[src/rtl/ro_meas_pkg.sv]
// Shared state encoding, parameter defaults and Gray decode for the
// ring-oscillator measurement scheduler.
package ro_meas_pkg;

  localparam int N_OSC_DEF       = 4;
  localparam int BUS_WIDTH_DEF   = 32;
  localparam int CLR_CYCLES_DEF  = 2;
  localparam int SYNC_STAGES_DEF = 2;
  localparam int GRAY_MAX_W      = 64;

  typedef enum logic [2:0] {
    S_IDLE,
    S_CLEAR,
    S_RUN,
    S_SETTLE,
    S_CAPTURE,
    S_DONE
  } state_t;

  // Callers zero-extend narrower codes; leading zeros decode to leading zeros.
  function automatic logic [GRAY_MAX_W-1:0] gray2bin(input logic [GRAY_MAX_W-1:0] i_gray);
    logic [GRAY_MAX_W-1:0] v_bin;
    v_bin[GRAY_MAX_W-1] = i_gray[GRAY_MAX_W-1];
    for (int i = GRAY_MAX_W - 2; i >= 0; i--) begin
      v_bin[i] = v_bin[i+1] ^ i_gray[i];
    end
    return v_bin;
  endfunction

endpackage

[src/rtl/ro_gray_sync.sv]
// Multi-flop synchronizer for the Gray-coded oscillator count; the count is
// frozen before it is sampled, so per-bit synchronization is safe.
module ro_gray_sync #(
  parameter int WIDTH  = 32,
  parameter int STAGES = 2
) (
  input  logic             Clk,
  input  logic             Reset_n,
  input  logic [WIDTH-1:0] i_gray,
  output logic [WIDTH-1:0] o_gray
);

  logic [WIDTH-1:0] r_stage [STAGES];

  always_ff @(posedge Clk) begin
    if (!Reset_n) begin
      for (int i = 0; i < STAGES; i++) begin
        r_stage[i] <= '0;
      end
    end else begin
      r_stage[0] <= i_gray;
      for (int i = 1; i < STAGES; i++) begin
        r_stage[i] <= r_stage[i-1];
      end
    end
  end

  assign o_gray = r_stage[STAGES-1];

endmodule

[src/rtl/ro_meas_sched.sv]
// Ring-oscillator measurement scheduler: clear, gate, settle and capture one
// oscillator count per request. Define RO_SCHED_SWEEP_EN to add index sweeps.
//
// state   | meaning
// IDLE    | waiting for a request or sweep trigger, req_ready high
// CLEAR   | osc_clr[sel] held for CLR_CYCLES cycles
// RUN     | osc_en[sel] held for the requested window
// SETTLE  | oscillator gated off, synchronizer flushing
// CAPTURE | decode synchronized Gray count into the result registers
// DONE    | result held on res_* until res_ack
module ro_meas_sched
  import ro_meas_pkg::*;
#(
  parameter int N_OSC       = N_OSC_DEF,
  parameter int BUS_WIDTH   = BUS_WIDTH_DEF,
  parameter int CLR_CYCLES  = CLR_CYCLES_DEF,
  parameter int SYNC_STAGES = SYNC_STAGES_DEF
) (
  input  logic                 Clk,
  input  logic                 Reset_n,
  input  logic                 req_valid,
  output logic                 req_ready,
  input  logic [3:0]           req_sel,
  input  logic [BUS_WIDTH-1:0] req_window,
  input  logic                 sweep_start,
  output logic [N_OSC-1:0]     osc_en,
  output logic [N_OSC-1:0]     osc_clr,
  input  logic [BUS_WIDTH-1:0] osc_cnt_gray,
  output logic                 res_valid,
  input  logic                 res_ack,
  output logic [BUS_WIDTH-2:0] res_count,
  output logic [3:0]           res_sel,
  output logic                 res_ovf,
  output logic                 res_err
);

  localparam logic [4:0] LP_N_OSC = 5'(N_OSC);

  state_t                 r_state;
  state_t                 w_state_nxt;
  logic [3:0]             r_sel;
  logic [BUS_WIDTH-1:0]   r_window;
  logic [BUS_WIDTH-1:0]   r_cnt;
  logic [BUS_WIDTH-2:0]   r_res_count;
  logic [3:0]             r_res_sel;
  logic                   r_res_ovf;
  logic                   r_res_err;

  logic                   w_cnt_tc;
  logic                   w_sweep_go;
  logic                   w_sweep_more;
  logic                   w_launch;
  logic [3:0]             w_launch_sel;
  logic [BUS_WIDTH-1:0]   w_launch_win;
  logic                   w_launch_bad;
  logic                   w_launch_short;
  logic [N_OSC-1:0]       w_sel_onehot;
  logic [BUS_WIDTH-1:0]   w_sync_gray;
  logic [GRAY_MAX_W-1:0]  w_bin_ext;
  logic                   w_sat;

  ro_gray_sync #(
    .WIDTH  (BUS_WIDTH),
    .STAGES (SYNC_STAGES)
  ) u_gray_sync (
    .Clk     (Clk),
    .Reset_n (Reset_n),
    .i_gray  (osc_cnt_gray),
    .o_gray  (w_sync_gray)
  );

`ifdef RO_SCHED_SWEEP_EN
  localparam logic [3:0] LP_LAST_SEL = 4'(N_OSC - 1);
  logic r_sweep;

  assign w_sweep_go   = sweep_start && (r_state == S_IDLE);
  assign w_sweep_more = r_sweep && (r_sel != LP_LAST_SEL);

  always_ff @(posedge Clk) begin
    if (!Reset_n) begin
      r_sweep <= 1'b0;
    end else if (w_sweep_go) begin
      r_sweep <= 1'b1;
    end else if ((r_state == S_DONE) && res_ack && !w_sweep_more) begin
      r_sweep <= 1'b0;
    end
  end
`else
  logic w_sweep_unused;
  assign w_sweep_unused = sweep_start;
  assign w_sweep_go     = 1'b0;
  assign w_sweep_more   = 1'b0;
`endif

  // A launch starts a measurement from IDLE or chains the next sweep index out of DONE.
  assign w_launch = ((r_state == S_IDLE) && (w_sweep_go || req_valid)) ||
                    ((r_state == S_DONE) && res_ack && w_sweep_more);
  assign w_launch_sel = (r_state == S_DONE) ? (r_sel + 4'd1) :
                        (w_sweep_go ? 4'd0 : req_sel);
  assign w_launch_win   = ((r_state == S_DONE) || w_sweep_go) ? r_window : req_window;
  assign w_launch_bad   = ({1'b0, w_launch_sel} >= LP_N_OSC);
  assign w_launch_short = w_launch_bad || (w_launch_win == '0);

  assign w_cnt_tc     = (r_cnt == '0);
  assign w_sel_onehot = N_OSC'(1) << r_sel;
  assign w_bin_ext    = gray2bin(GRAY_MAX_W'(w_sync_gray));
  assign w_sat        = |w_bin_ext[GRAY_MAX_W-1:BUS_WIDTH-1];

  always_ff @(posedge Clk) begin
    if (!Reset_n) begin
      r_state <= S_IDLE;
    end else begin
      r_state <= w_state_nxt;
    end
  end

  always_comb begin
    w_state_nxt = r_state;
    req_ready   = 1'b0;
    res_valid   = 1'b0;
    osc_en      = '0;
    osc_clr     = '0;
    unique case (r_state)
      S_IDLE: begin
        req_ready = 1'b1;
        if (w_launch) w_state_nxt = w_launch_short ? S_DONE : S_CLEAR;
      end
      S_CLEAR: begin
        osc_clr = w_sel_onehot;
        if (w_cnt_tc) w_state_nxt = S_RUN;
      end
      S_RUN: begin
        osc_en = w_sel_onehot;
        if (w_cnt_tc) w_state_nxt = S_SETTLE;
      end
      S_SETTLE: begin
        if (w_cnt_tc) w_state_nxt = S_CAPTURE;
      end
      S_CAPTURE: begin
        w_state_nxt = S_DONE;
      end
      S_DONE: begin
        res_valid = 1'b1;
        if (res_ack) begin
          if (w_launch) w_state_nxt = w_launch_short ? S_DONE : S_CLEAR;
          else          w_state_nxt = S_IDLE;
        end
      end
      default: w_state_nxt = S_IDLE;
    endcase
  end

  always_ff @(posedge Clk) begin
    if (!Reset_n) begin
      r_sel       <= '0;
      r_window    <= '0;
      r_cnt       <= '0;
      r_res_count <= '0;
      r_res_sel   <= '0;
      r_res_ovf   <= 1'b0;
      r_res_err   <= 1'b0;
    end else if (w_launch) begin
      r_sel    <= w_launch_sel;
      r_window <= w_launch_win;
      r_cnt    <= BUS_WIDTH'(CLR_CYCLES - 1);
      if (w_launch_short) begin
        r_res_count <= '0;
        r_res_sel   <= w_launch_sel;
        r_res_ovf   <= 1'b0;
        r_res_err   <= w_launch_bad;
      end
    end else begin
      case (r_state)
        S_CLEAR: r_cnt <= w_cnt_tc ? (r_window - BUS_WIDTH'(1)) : (r_cnt - BUS_WIDTH'(1));
        S_RUN:   r_cnt <= w_cnt_tc ? BUS_WIDTH'(SYNC_STAGES + 1) : (r_cnt - BUS_WIDTH'(1));
        S_SETTLE: r_cnt <= r_cnt - BUS_WIDTH'(1);
        S_CAPTURE: begin
          r_res_sel   <= r_sel;
          r_res_err   <= 1'b0;
          r_res_ovf   <= w_sat;
          r_res_count <= w_sat ? '1 : w_bin_ext[BUS_WIDTH-2:0];
        end
        default: ;
      endcase
    end
  end

  assign res_count = r_res_count;
  assign res_sel   = r_res_sel;
  assign res_ovf   = r_res_ovf;
  assign res_err   = r_res_err;

endmodule

[config.mk]
export PLATFORM = sky130hd
export DESIGN_NAME = ro_meas_sched
export DESIGN_NICKNAME = d
export VERILOG_FILES = /design/src/rtl/ro_meas_pkg.sv /design/src/rtl/ro_gray_sync.sv /design/src/rtl/ro_meas_sched.sv
export SDC_FILE = /design/constraint.sdc
export NUM_CORES = 1
export LEC_CHECK = 0
export BUFFER_PORTS_ARGS = -buffer_cell sky130_fd_sc_hd__buf_4
export CAP_MARGIN = 10
export CORE_ASPECT_RATIO = 1.4
export CORE_MARGIN = 3
export CORE_UTILIZATION = 55
export DETAILED_ROUTE_END_ITERATION = 6
export PLACE_DENSITY = 0.83
export SYNTH_ARGS = -nofsm -noshare
export SYNTH_HDL_FRONTEND = slang
export SYNTH_SLANG_ARGS = --single-unit
[constraint.sdc]
create_clock -name Clk -period 5.9 [get_ports Clk]
set_clock_uncertainty 0.1 [all_clocks]
set_input_delay 0.295 -clock Clk [delete_from_list [all_inputs] [get_ports Clk]]
set_output_delay 0.295 -clock Clk [all_outputs]
set_load 0.005 [all_outputs]
==> tab_implementation.tex, run 1 <==
\begin{tabular}{lr}
\hline
Metric & Value \\
\hline
\multicolumn{2}{l}{\textbf{Layout}} \\
\quad Final-stage net count & 1120 \\
\quad Antenna Cells & 0 \\
\quad Top library cells by usage in the layout, fill and taps aside & sky130\_fd\_sc\_hd\_\_dfxtp\_1 (172), sky130\_fd\_sc\_hd\_\_nand2\_1 (128), sky130\_fd\_sc\_hd\_\_buf\_4 (125) \\
\quad Multi-input gate area in the final layout & 4308 um\^{}2 \\
\quad Area occupied by registers & 3443 um\^{}2 \\
\quad Most common cell after layout, fill and taps aside & sky130\_fd\_sc\_hd\_\_dfxtp\_1 \\
\quad Number of fill cells & 1051 \\
\quad Layout overhead on the synthesized area & 23.49\% \\
\quad Fraction of final layout cells sized beyond drive strength 1 & 0.1638 \\
\multicolumn{2}{l}{\textbf{Drt}} \\
\quad Met3 wire length & 1100 um \\
\quad Routed wl met2 & 11020 um \\
\quad DRC violation count after routing & 0 \\
\quad Antenna Nets Post-Route & 0 \\
\quad Uppermost layer routed & met4 \\
\quad Vias post-DR & 6999 \\
\quad WL final & 20810 um \\
\quad Router iterations before antenna repair & 5 \\
\quad Violation count after the first detailed-routing iteration & 355 \\
\quad Average wire per standard cell & 16.77 um \\
\quad Met1 layer wirelength in the final routing & 7673 um \\
\quad Vias per inst & 5.640 \\
\multicolumn{2}{l}{\textbf{Setup path}} \\
\quad Max Fanout on Critical Path & 28 \\
\quad Arrival time of the worst setup path & 3.98 ns \\
\quad Critical Path Most Common Cell & sky130\_fd\_sc\_hd\_\_xnor3\_2 \\
\quad Number of buffers and inverters on the critical path & 2 \\
\quad Element type at the critical path end & register \\
\quad Type of origin of the critical path & register \\
\quad Slowest-stage cell, CP & sky130\_fd\_sc\_hd\_\_xnor3\_1 \\
\quad Dominant delay contributor by cell family on the critical path & XOR/XNOR gates \\
\quad Cell breakdown of the critical path & buf\_4 -> inv\_1 -> ha\_1 -> xnor3\_2 -> xnor3\_2 -> xnor3\_2 -> xnor3\_1 -> xnor2\_1 -> o21ai\_1 -> a21boi\_1 \\
\quad Setup slack on the worst flop-to-flop path & 2.17 ns \\
\quad Crit path required time & 6.16 ns \\
\quad Delay of the slowest cell on the worst path & 0.56 ns \\
\quad Kind of critical path & register to register \\
\multicolumn{2}{l}{\textbf{Clock network}} \\
\quad Post-CTS repair timing setup buffer count & 0 \\
\quad CTS tree & yes \\
\quad Buffer depth of the longest clock path & 2 \\
\quad Resize count post-CTS & 0 \\
\quad Clock transition at the registers of the reported paths & 0.07 ns \\
\quad Htree depth & 4 \\
\quad Number of hold buffers added after cts & 32 \\
\quad Number of clock buffers inserted by TritonCTS & 17 \\
\quad Clock insertion delay at the later pin of the skew report & 0.43 ns \\
\quad Sink count of the clock tree & 172 \\
\quad CTS Root Cell & sky130\_fd\_sc\_hd\_\_clkbuf\_16 \\
\multicolumn{2}{l}{\textbf{Place}} \\
\quad Count of port buffers added during placement & 118 \\
\quad Setup slack after placement & 2.338 ns \\
\quad Detail Placement HPWL & 12830 um \\
\quad Gpl congestion & 0.9018 \\
\multicolumn{2}{l}{\textbf{STA}} \\
\quad Unrepaired setup endpoints after global routing & no \\
\quad Max-Slew Margin vs Limit & 0.2134 \\
\quad Tightest Pin Transition & 1.177 ns \\
\quad Crit share post-route & 0.6314 \\
\quad Min cycle time layout & 3.725 ns \\
\quad Number of hold-slack violations in the final timing report & 0 \\
\quad Number of failing setup endpoints in the final timing report & 0 \\
\quad Worst hold slack across all endpoints & 0.02236 ns \\
\quad Setup TNS Final & 0 ns \\
\quad Number of max-slew violations in the final report & 0 \\
\quad Achievable clock frequency & 0.2684 GHz \\
\quad Final worst-path setup slack & 2.175 ns \\
\multicolumn{2}{l}{\textbf{Synth}} \\
\quad Distinct cell type count of the synthesized netlist & 56 \\
\quad Post-synth EDFFs & 0 \\
\quad Number of warning messages in the yosys log & 0 \\
\quad Nets in the synthesized netlist & 998 \\
\quad Flip-flop and latch count after synthesis & 172 \\
\quad Async S/R FF share, synth & 0 \\
\quad Synthesized area divided by synthesized cell count & 8.677 um\^{}2 \\
\quad Seq/Total Area, Yosys & 0.4309 \\
\quad Dominant synthesized flop cell & sky130\_fd\_sc\_hd\_\_dfxtp\_1 \\
\quad Syn Std Cell Area & 7991 um\^{}2 \\
\quad Mapped Cells & 921 \\
\multicolumn{2}{l}{\textbf{Global routing}} \\
\quad First-pass GRT wire length & 33710 um \\
\quad Vias in the first global route & 7009 \\
\quad Pin count of the biggest net entering global routing & 132 \\
\quad Remaining global-route overflow & 0 \\
\quad Total track usage & 0.2652 \\
\quad Antenna violations before repair & 0 \\
\multicolumn{2}{l}{\textbf{Job}} \\
\quad Number of maximum-capacitance constraint violations & 0 \\
\multicolumn{2}{l}{\textbf{Floorplan}} \\
\quad CORE AREA & 14040 um\^{}2 \\
\quad Die Y-Extent & 148.6 um \\
\quad Starting Density & 0.5693 \\
\quad Ports placed on the boundary & 120 \\
\quad Standard-cell rows & 51 \\
\quad Horiz. Die Dim & 107.9 um \\
\quad Total Die Area & 16030 um\^{}2 \\
\multicolumn{2}{l}{\textbf{Power and ir drop}} \\
\quad Largest voltage drop on the vdd net & 0.3782 mV \\
\quad Power density over the cells & 602.4 nW/um\^{}2 \\
\quad Lkg Pwr & 4.030 nW \\
\quad Total Power Consumption & 5.945 mW \\
\multicolumn{2}{l}{\textbf{Run status}} \\
\quad Run status & completed \\
\multicolumn{2}{l}{\textbf{Min path}} \\
\quad Classification of the worst-slack hold path & input port to register \\
\hline
\end{tabular}
per-layer routing:
layer,vias to the layer above,global-route usage
met4,0,0.1472
met5,-,0
met2,241,0.4782
li1,3416,-
met3,70,0.05558
met1,3272,0.2840
cell families after synthesis:
| family | synth area share |
|---|---|
| AOI/OAI and AO/OA | 0.1680 |
| xor gates and xnor gates | 0.1105 |
| adders and majority gates | 0.006263 |
| buffers and inverters | 0.03084 |
| DFF | 0.4309 |
| muxes | 0.006263 |
| and+or+nand+nor | 0.2472 |
final timing paths:
path,endpoint,cells after the start,from
worst min register to register,u_gray_sync.r_stage[0][63]$_SDFF_PN0_,1,u_gray_sync.r_stage[0][31]$_SDFF_PN0_
worst min-delay path,r_window[11]$_SDFFE_PN0P_,3,req_window[11]
worst max register to register,res_count[14]$_SDFFE_PN0P_,10,u_gray_sync.r_stage[0][63]$_SDFF_PN0_
worst max-delay path,res_count[14]$_SDFFE_PN0P_,10,u_gray_sync.r_stage[0][63]$_SDFF_PN0_
synth_stat cells, drive strengths merged, types with 3 or more instances:
library cell / number / share of area
nand2b: 15 / 0.012
nand3: 6 / 0.0038
or3: 12 / 0.0094
inv: 9 / 0.0042
or4: 10 / 0.010
o21a: 4 / 0.0038
a211oi: 6 / 0.0056
nor2b: 11 / 0.0086
xor2: 28 / 0.031
nand4: 6 / 0.0047
nor4: 21 / 0.021
a21o: 5 / 0.0047
o31ai: 4 / 0.0038
dfxtp: 172 / 0.43
nand2: 128 / 0.060
o32ai: 3 / 0.0033
xnor2: 38 / 0.043
a22oi: 11 / 0.010
a21oi: 41 / 0.026
clkbuf: 42 / 0.020
mux2i: 5 / 0.0063
a21boi: 54 / 0.051
or2: 6 / 0.0047
and2: 72 / 0.056
o2bb2ai: 7 / 0.0077
nor2: 62 / 0.029
nor3: 34 / 0.021
o21ai: 55 / 0.034
buf: 12 / 0.0069
ha: 4 / 0.0063
o22ai: 12 / 0.0094
xnor3: 12 / 0.034
registers in the layout, indices dropped and copies added, names as in the netlist:
name,count
r_cnt,32
res_ovf,1
r_state,3
res_count,31
res_sel,4
r_sel,4
r_window,32
u_gray_sync.r_stage,64
res_err,1
power breakdown:
group          internal, mW  switching, mW  total [mW]
logic                  1.27           1.98        3.25
registers              1.38          0.222        1.60
clock network         0.569          0.529        1.10
total                  3.22           2.73        5.94
through the flow:
step	area (um^2)	utilization	cells
after global placement	8955	0.6379	1177
final	9868	0.7029	1241
after CTS	9868	0.7029	1241
after global routing	9868	0.7029	1241
after floorplan	7991	-	921
after detailed placement	8955	0.6379	1177
cell type report:
type	instances	area share
clock buffer	17	0.04311
clock inverter	15	0.01699
inverter	9	0.003423
multi-input combinational	686	0.4365
sequential	172	0.3489
tap	185	0.02346
timing repair buffer	157	0.1276
worst reg2reg max path: stages, from the launching register on:
cell and delay, ns:
sky130_fd_sc_hd__dfxtp_1 0.31, sky130_fd_sc_hd__buf_4 0.27, sky130_fd_sc_hd__inv_1 0.22, sky130_fd_sc_hd__ha_1 0.37, sky130_fd_sc_hd__xnor3_2 0.31, sky130_fd_sc_hd__xnor3_2 0.48, sky130_fd_sc_hd__xnor3_2 0.53, sky130_fd_sc_hd__xnor3_1 0.56
sky130_fd_sc_hd__xnor2_1 0.22, sky130_fd_sc_hd__o21ai_1 0.09, sky130_fd_sc_hd__a21boi_1 0.20
Note: power is estimated with default switching activity, not from simulation.
==> run 2: changes to the inputs <==
--- a/config.mk
+++ b/config.mk
@@ -5,13 +5,14 @@
 export SDC_FILE = /design/constraint.sdc
 export NUM_CORES = 1
 export LEC_CHECK = 0
+export ABC_AREA = 1
 export BUFFER_PORTS_ARGS = -buffer_cell sky130_fd_sc_hd__buf_4
 export CAP_MARGIN = 10
 export CORE_ASPECT_RATIO = 1.4
 export CORE_MARGIN = 3
-export CORE_UTILIZATION = 55
+export CORE_UTILIZATION = 52
 export DETAILED_ROUTE_END_ITERATION = 6
-export PLACE_DENSITY = 0.83
+export PLACE_DENSITY = 0.82
 export SYNTH_ARGS = -nofsm -noshare
 export SYNTH_HDL_FRONTEND = slang
 export SYNTH_SLANG_ARGS = --single-unit
==> constraint.sdc (replaced) <==
create_clock -name Clk -period 3.1 [get_ports Clk]
set_clock_uncertainty 0.1 [all_clocks]
set_input_delay 0.155 -clock Clk [delete_from_list [all_inputs] [get_ports Clk]]
set_output_delay 0.155 -clock Clk [all_outputs]
set_load 0.005 [all_outputs]
==> tab_implementation.tex, run 2 <==
\begin{tabular}{lr}
\hline
Metric & Value \\
\hline
\multicolumn{2}{l}{\textbf{Synth}} \\
\quad Dominant synthesized flop cell & sky130\_fd\_sc\_hd\_\_dfxtp\_1 \\
\quad Largest cells by area after synthesis & sky130\_fd\_sc\_hd\_\_dfxtp\_1 (41\%), sky130\_fd\_sc\_hd\_\_nand2\_1 (8.7\%), sky130\_fd\_sc\_hd\_\_inv\_1 (8.6\%), sky130\_fd\_sc\_hd\_\_nand3\_1 (6.6\%), sky130\_fd\_sc\_hd\_\_o21ai\_0 (4.8\%) \\
\quad Flip-flop and latch count after synthesis & 172 \\
\quad Seq/Total Area, Yosys & 0.4076 \\
\quad Synthesized area divided by synthesized cell count & 7.129 um\^{}2 \\
\quad Most common cell in the synthesized netlist & sky130\_fd\_sc\_hd\_\_nand2\_1 \\
\quad Nets in the synthesized netlist & 1262 \\
\quad Cell accounting for the most synthesized area & sky130\_fd\_sc\_hd\_\_dfxtp\_1 \\
\quad Number of warning messages in the yosys log & 0 \\
\quad Synth top area share & 0.4076 \\
\quad Async S/R FF share, synth & 0 \\
\quad Distinct cell type count of the synthesized netlist & 39 \\
\quad Syn Std Cell Area & 8448 um\^{}2 \\
\quad Post-synth EDFFs & 0 \\
\quad Mapped Cells & 1185 \\
\quad Most instantiated cells after synthesis & sky130\_fd\_sc\_hd\_\_nand2\_1 (196), sky130\_fd\_sc\_hd\_\_inv\_1 (193), sky130\_fd\_sc\_hd\_\_dfxtp\_1 (172) \\
\multicolumn{2}{l}{\textbf{STA}} \\
\quad Tightest Pin Transition & 0.8134 ns \\
\quad Number of failing setup endpoints in the final timing report & 67 \\
\quad Min cycle time layout & 5.405 ns \\
\quad Achievable clock frequency & 0.1850 GHz \\
\quad Crit share post-route & 1.744 \\
\quad Setup TNS Final & -45.87 ns \\
\quad Worst hold slack across all endpoints & -0.01058 ns \\
\quad Max-Slew Margin vs Limit & 0.4571 \\
\quad Number of hold-slack violations in the final timing report & 2 \\
\quad Final worst-path setup slack & -2.305 ns \\
\quad Unrepaired setup endpoints after global routing & yes \\
\quad Number of max-slew violations in the final report & 0 \\
\multicolumn{2}{l}{\textbf{Global routing}} \\
\quad Total track usage & 0.3545 \\
\quad Antenna violations before repair & 1 \\
\quad Remaining global-route overflow & 0 \\
\quad Vias in the first global route & 10140 \\
\quad First-pass GRT wire length & 50360 um \\
\quad Pin count of the biggest net entering global routing & 68 \\
\multicolumn{2}{l}{\textbf{Setup path}} \\
\quad Critical Path Most Common Cell & sky130\_fd\_sc\_hd\_\_nand3\_4 \\
\quad Kind of critical path & register to register \\
\quad Element type at the critical path end & register \\
\quad Cell count of the worst reg-to-reg path & 42 \\
\quad Slowest-stage cell, CP & sky130\_fd\_sc\_hd\_\_dfxtp\_2 \\
\quad Arrival time of the worst setup path & 5.70 ns \\
\quad Max Fanout on Critical Path & 3 \\
\quad Crit path required time & 3.40 ns \\
\quad Type of origin of the critical path & register \\
\quad Delay of the slowest cell on the worst path & 0.35 ns \\
\multicolumn{2}{l}{\textbf{Clock network}} \\
\quad CTS Root Cell & sky130\_fd\_sc\_hd\_\_clkbuf\_16 \\
\quad Number of clock buffers inserted by TritonCTS & 17 \\
\quad Clock insertion delay at the later pin of the skew report & 0.46 ns \\
\quad Buffer depth of the longest clock path & 2 \\
\quad Htree depth & 4 \\
\quad CTS tree & yes \\
\quad Clock transition at the registers of the reported paths & 0.07 ns \\
\quad Sink count of the clock tree & 172 \\
\multicolumn{2}{l}{\textbf{Power and ir drop}} \\
\quad Largest voltage drop on the vdd net & 0.6468 mV \\
\quad Lkg Pwr & 6.068 nW \\
\quad Power density over the cells & 895.7 nW/um\^{}2 \\
\multicolumn{2}{l}{\textbf{Layout}} \\
\quad Number of flip-flops under the largest register name & 64 \\
\quad Fraction of final layout cells sized beyond drive strength 1 & 0.3639 \\
\quad Final core utilization & 0.8526 \\
\quad Non-filler cells in the finished layout & 1710 \\
\quad Antenna Cells & 0 \\
\quad Most flop-heavy register & u\_gray\_sync.r\_stage \\
\quad Top library cells by usage in the layout, fill and taps aside & sky130\_fd\_sc\_hd\_\_buf\_4 (278), sky130\_fd\_sc\_hd\_\_inv\_1 (181), sky130\_fd\_sc\_hd\_\_nand2\_1 (177) \\
\quad Final-stage net count & 1579 \\
\quad Largest regs & u\_gray\_sync.r\_stage (64), r\_cnt (32), r\_window (32) \\
\quad Layout overhead on the synthesized area & 58.87\% \\
\quad Finished layout cell area & 13420 um\^{}2 \\
\quad Most common cell after layout, fill and taps aside & sky130\_fd\_sc\_hd\_\_buf\_4 \\
\quad Number of fill cells & 704 \\
\multicolumn{2}{l}{\textbf{Floorplan}} \\
\quad Total Die Area & 17830 um\^{}2 \\
\quad Ports placed on the boundary & 120 \\
\quad CORE AREA & 15740 um\^{}2 \\
\quad Horiz. Die Dim & 113.7 um \\
\quad Starting Density & 0.5366 \\
\quad Standard-cell rows & 54 \\
\quad Die Y-Extent & 156.8 um \\
\multicolumn{2}{l}{\textbf{Place}} \\
\quad Area post-placement & 10570 um\^{}2 \\
\quad Count of port buffers added during placement & 118 \\
\quad Total placed cells including tap cells & 1560 \\
\quad Gpl congestion & 0.9366 \\
\quad Detail Placement HPWL & 16980 um \\
\multicolumn{2}{l}{\textbf{Drt}} \\
\quad DRC violation count after routing & 22 \\
\quad Antenna Nets Post-Route & 0 \\
\quad Router iterations before antenna repair & 7 \\
\quad Vias post-DR & 11070 \\
\quad WL final & 40580 um \\
\quad Violation count after the first detailed-routing iteration & 2040 \\
\quad Average wire per standard cell & 23.73 um \\
\quad Vias per inst & 6.473 \\
\multicolumn{2}{l}{\textbf{Job}} \\
\quad Number of maximum-capacitance constraint violations & 0 \\
\multicolumn{2}{l}{\textbf{Run status}} \\
\quad Run status & finished, violations left \\
\quad Failing checks & design-rule violations, negative hold slack, negative setup slack \\
\multicolumn{2}{l}{\textbf{Min path}} \\
\quad Classification of the worst-slack hold path & input port to register \\
\quad Worst Hold Depth & 4 \\
\hline
\end{tabular}
==> run 2: changes by cell type after synthesis, moves of 35 or more <==
cell                       change
sky130_fd_sc_hd__a21boi_0     -48
sky130_fd_sc_hd__nand2_1      +68
sky130_fd_sc_hd__and2_1       -72
sky130_fd_sc_hd__nand3_1     +106
sky130_fd_sc_hd__o21ai_0      +35
sky130_fd_sc_hd__nor2_1       +43
sky130_fd_sc_hd__inv_1       +184
==> run 2: cell families (layout without fill, tap and decap cells) <==
logic type	after synthesis	count (layout)	synth area share
buf+inv	240	569	0.1071
xor+xnor	47	47	0.04873
flops	172	172	0.4076
mux	1	1	0.001185
fa+ha+maj	4	4	0.005924
compound gates	221	221	0.1542
simple gates	500	500	0.2753
==> run 2: final timing paths <==
check	startpoint	to	slack, ns
max	u_gray_sync.r_stage[0][63]$_SDFF_PN0_	res_count[0]$_SDFFE_PN0P_	-2.31
min reg2reg	u_gray_sync.r_stage[0][28]$_SDFF_PN0_	u_gray_sync.r_stage[0][60]$_SDFF_PN0_	0.32
max reg2reg	u_gray_sync.r_stage[0][63]$_SDFF_PN0_	res_count[0]$_SDFFE_PN0P_	-2.31
min	req_window[4]	r_window[4]$_SDFFE_PN0P_	-0.01
==> run 2: power breakdown <==
part	switching, mW	internal [mW]	total, mW
Combinational	3.91	2.80	6.71
Clock	1.01	1.12	2.13
Sequential	0.515	2.66	3.18
Total	5.44	6.58	12.0
==> run 2: routing by layer <==
layer  track usage  wire [um]  share of wire
met2        0.6271      19290           0.48
met3       0.08665       4634           0.11
met4        0.2302       4140           0.10
met1        0.3705      12460           0.31
met5             0         52         0.0013
==> run 2: cell type report <==
| class | count | area (um^2) | area share |
|---|---|---|---|
| Clock buffer | 18 | 429.2 | 0.03198 |
| Timing Repair Buffer | 342 | 2853 | 0.2125 |
| Multi-Input combinational cell | 773 | 5567 | 0.4147 |
| Tap cell | 196 | 245.2 | 0.01827 |
| Inverter | 196 | 748.2 | 0.05575 |
| Clock inverter | 13 | 130.1 | 0.009695 |
| Sequential cell | 172 | 3450 | 0.2570 |
==> run 2: metrics by stage <==
stage               power (mW)  setup slack (ns)
finish                   12.02            -2.305
global route             12.45            -2.459
CTS                      10.50            -1.535
detailed placement       7.522            -1.619
global placement         7.413            -1.267
floorplan                5.860            -1.084
==> run 2: timing repair <==
item                                   4_1_cts  5_1_grt
buffers inserted                            48       33
hold buffers                                39        0
endpoints found under the hold margin       42        0
setup endpoints to repair                   45       66
gates cloned                                 1        7
pin swaps                                   66       47
gates resized for setup                    168       98
==> run 2: critical path, delay by kind of cell, from the launching register on <==
family                   cells  cell delay [ns]
AO/OA/AOI/OAI                1             0.11
adder cells (fa/ha/maj)      1             0.31
buffers and inverters        1             0.06
flip-flops                   1             0.35
AND/OR/NAND/NOR             39             4.37
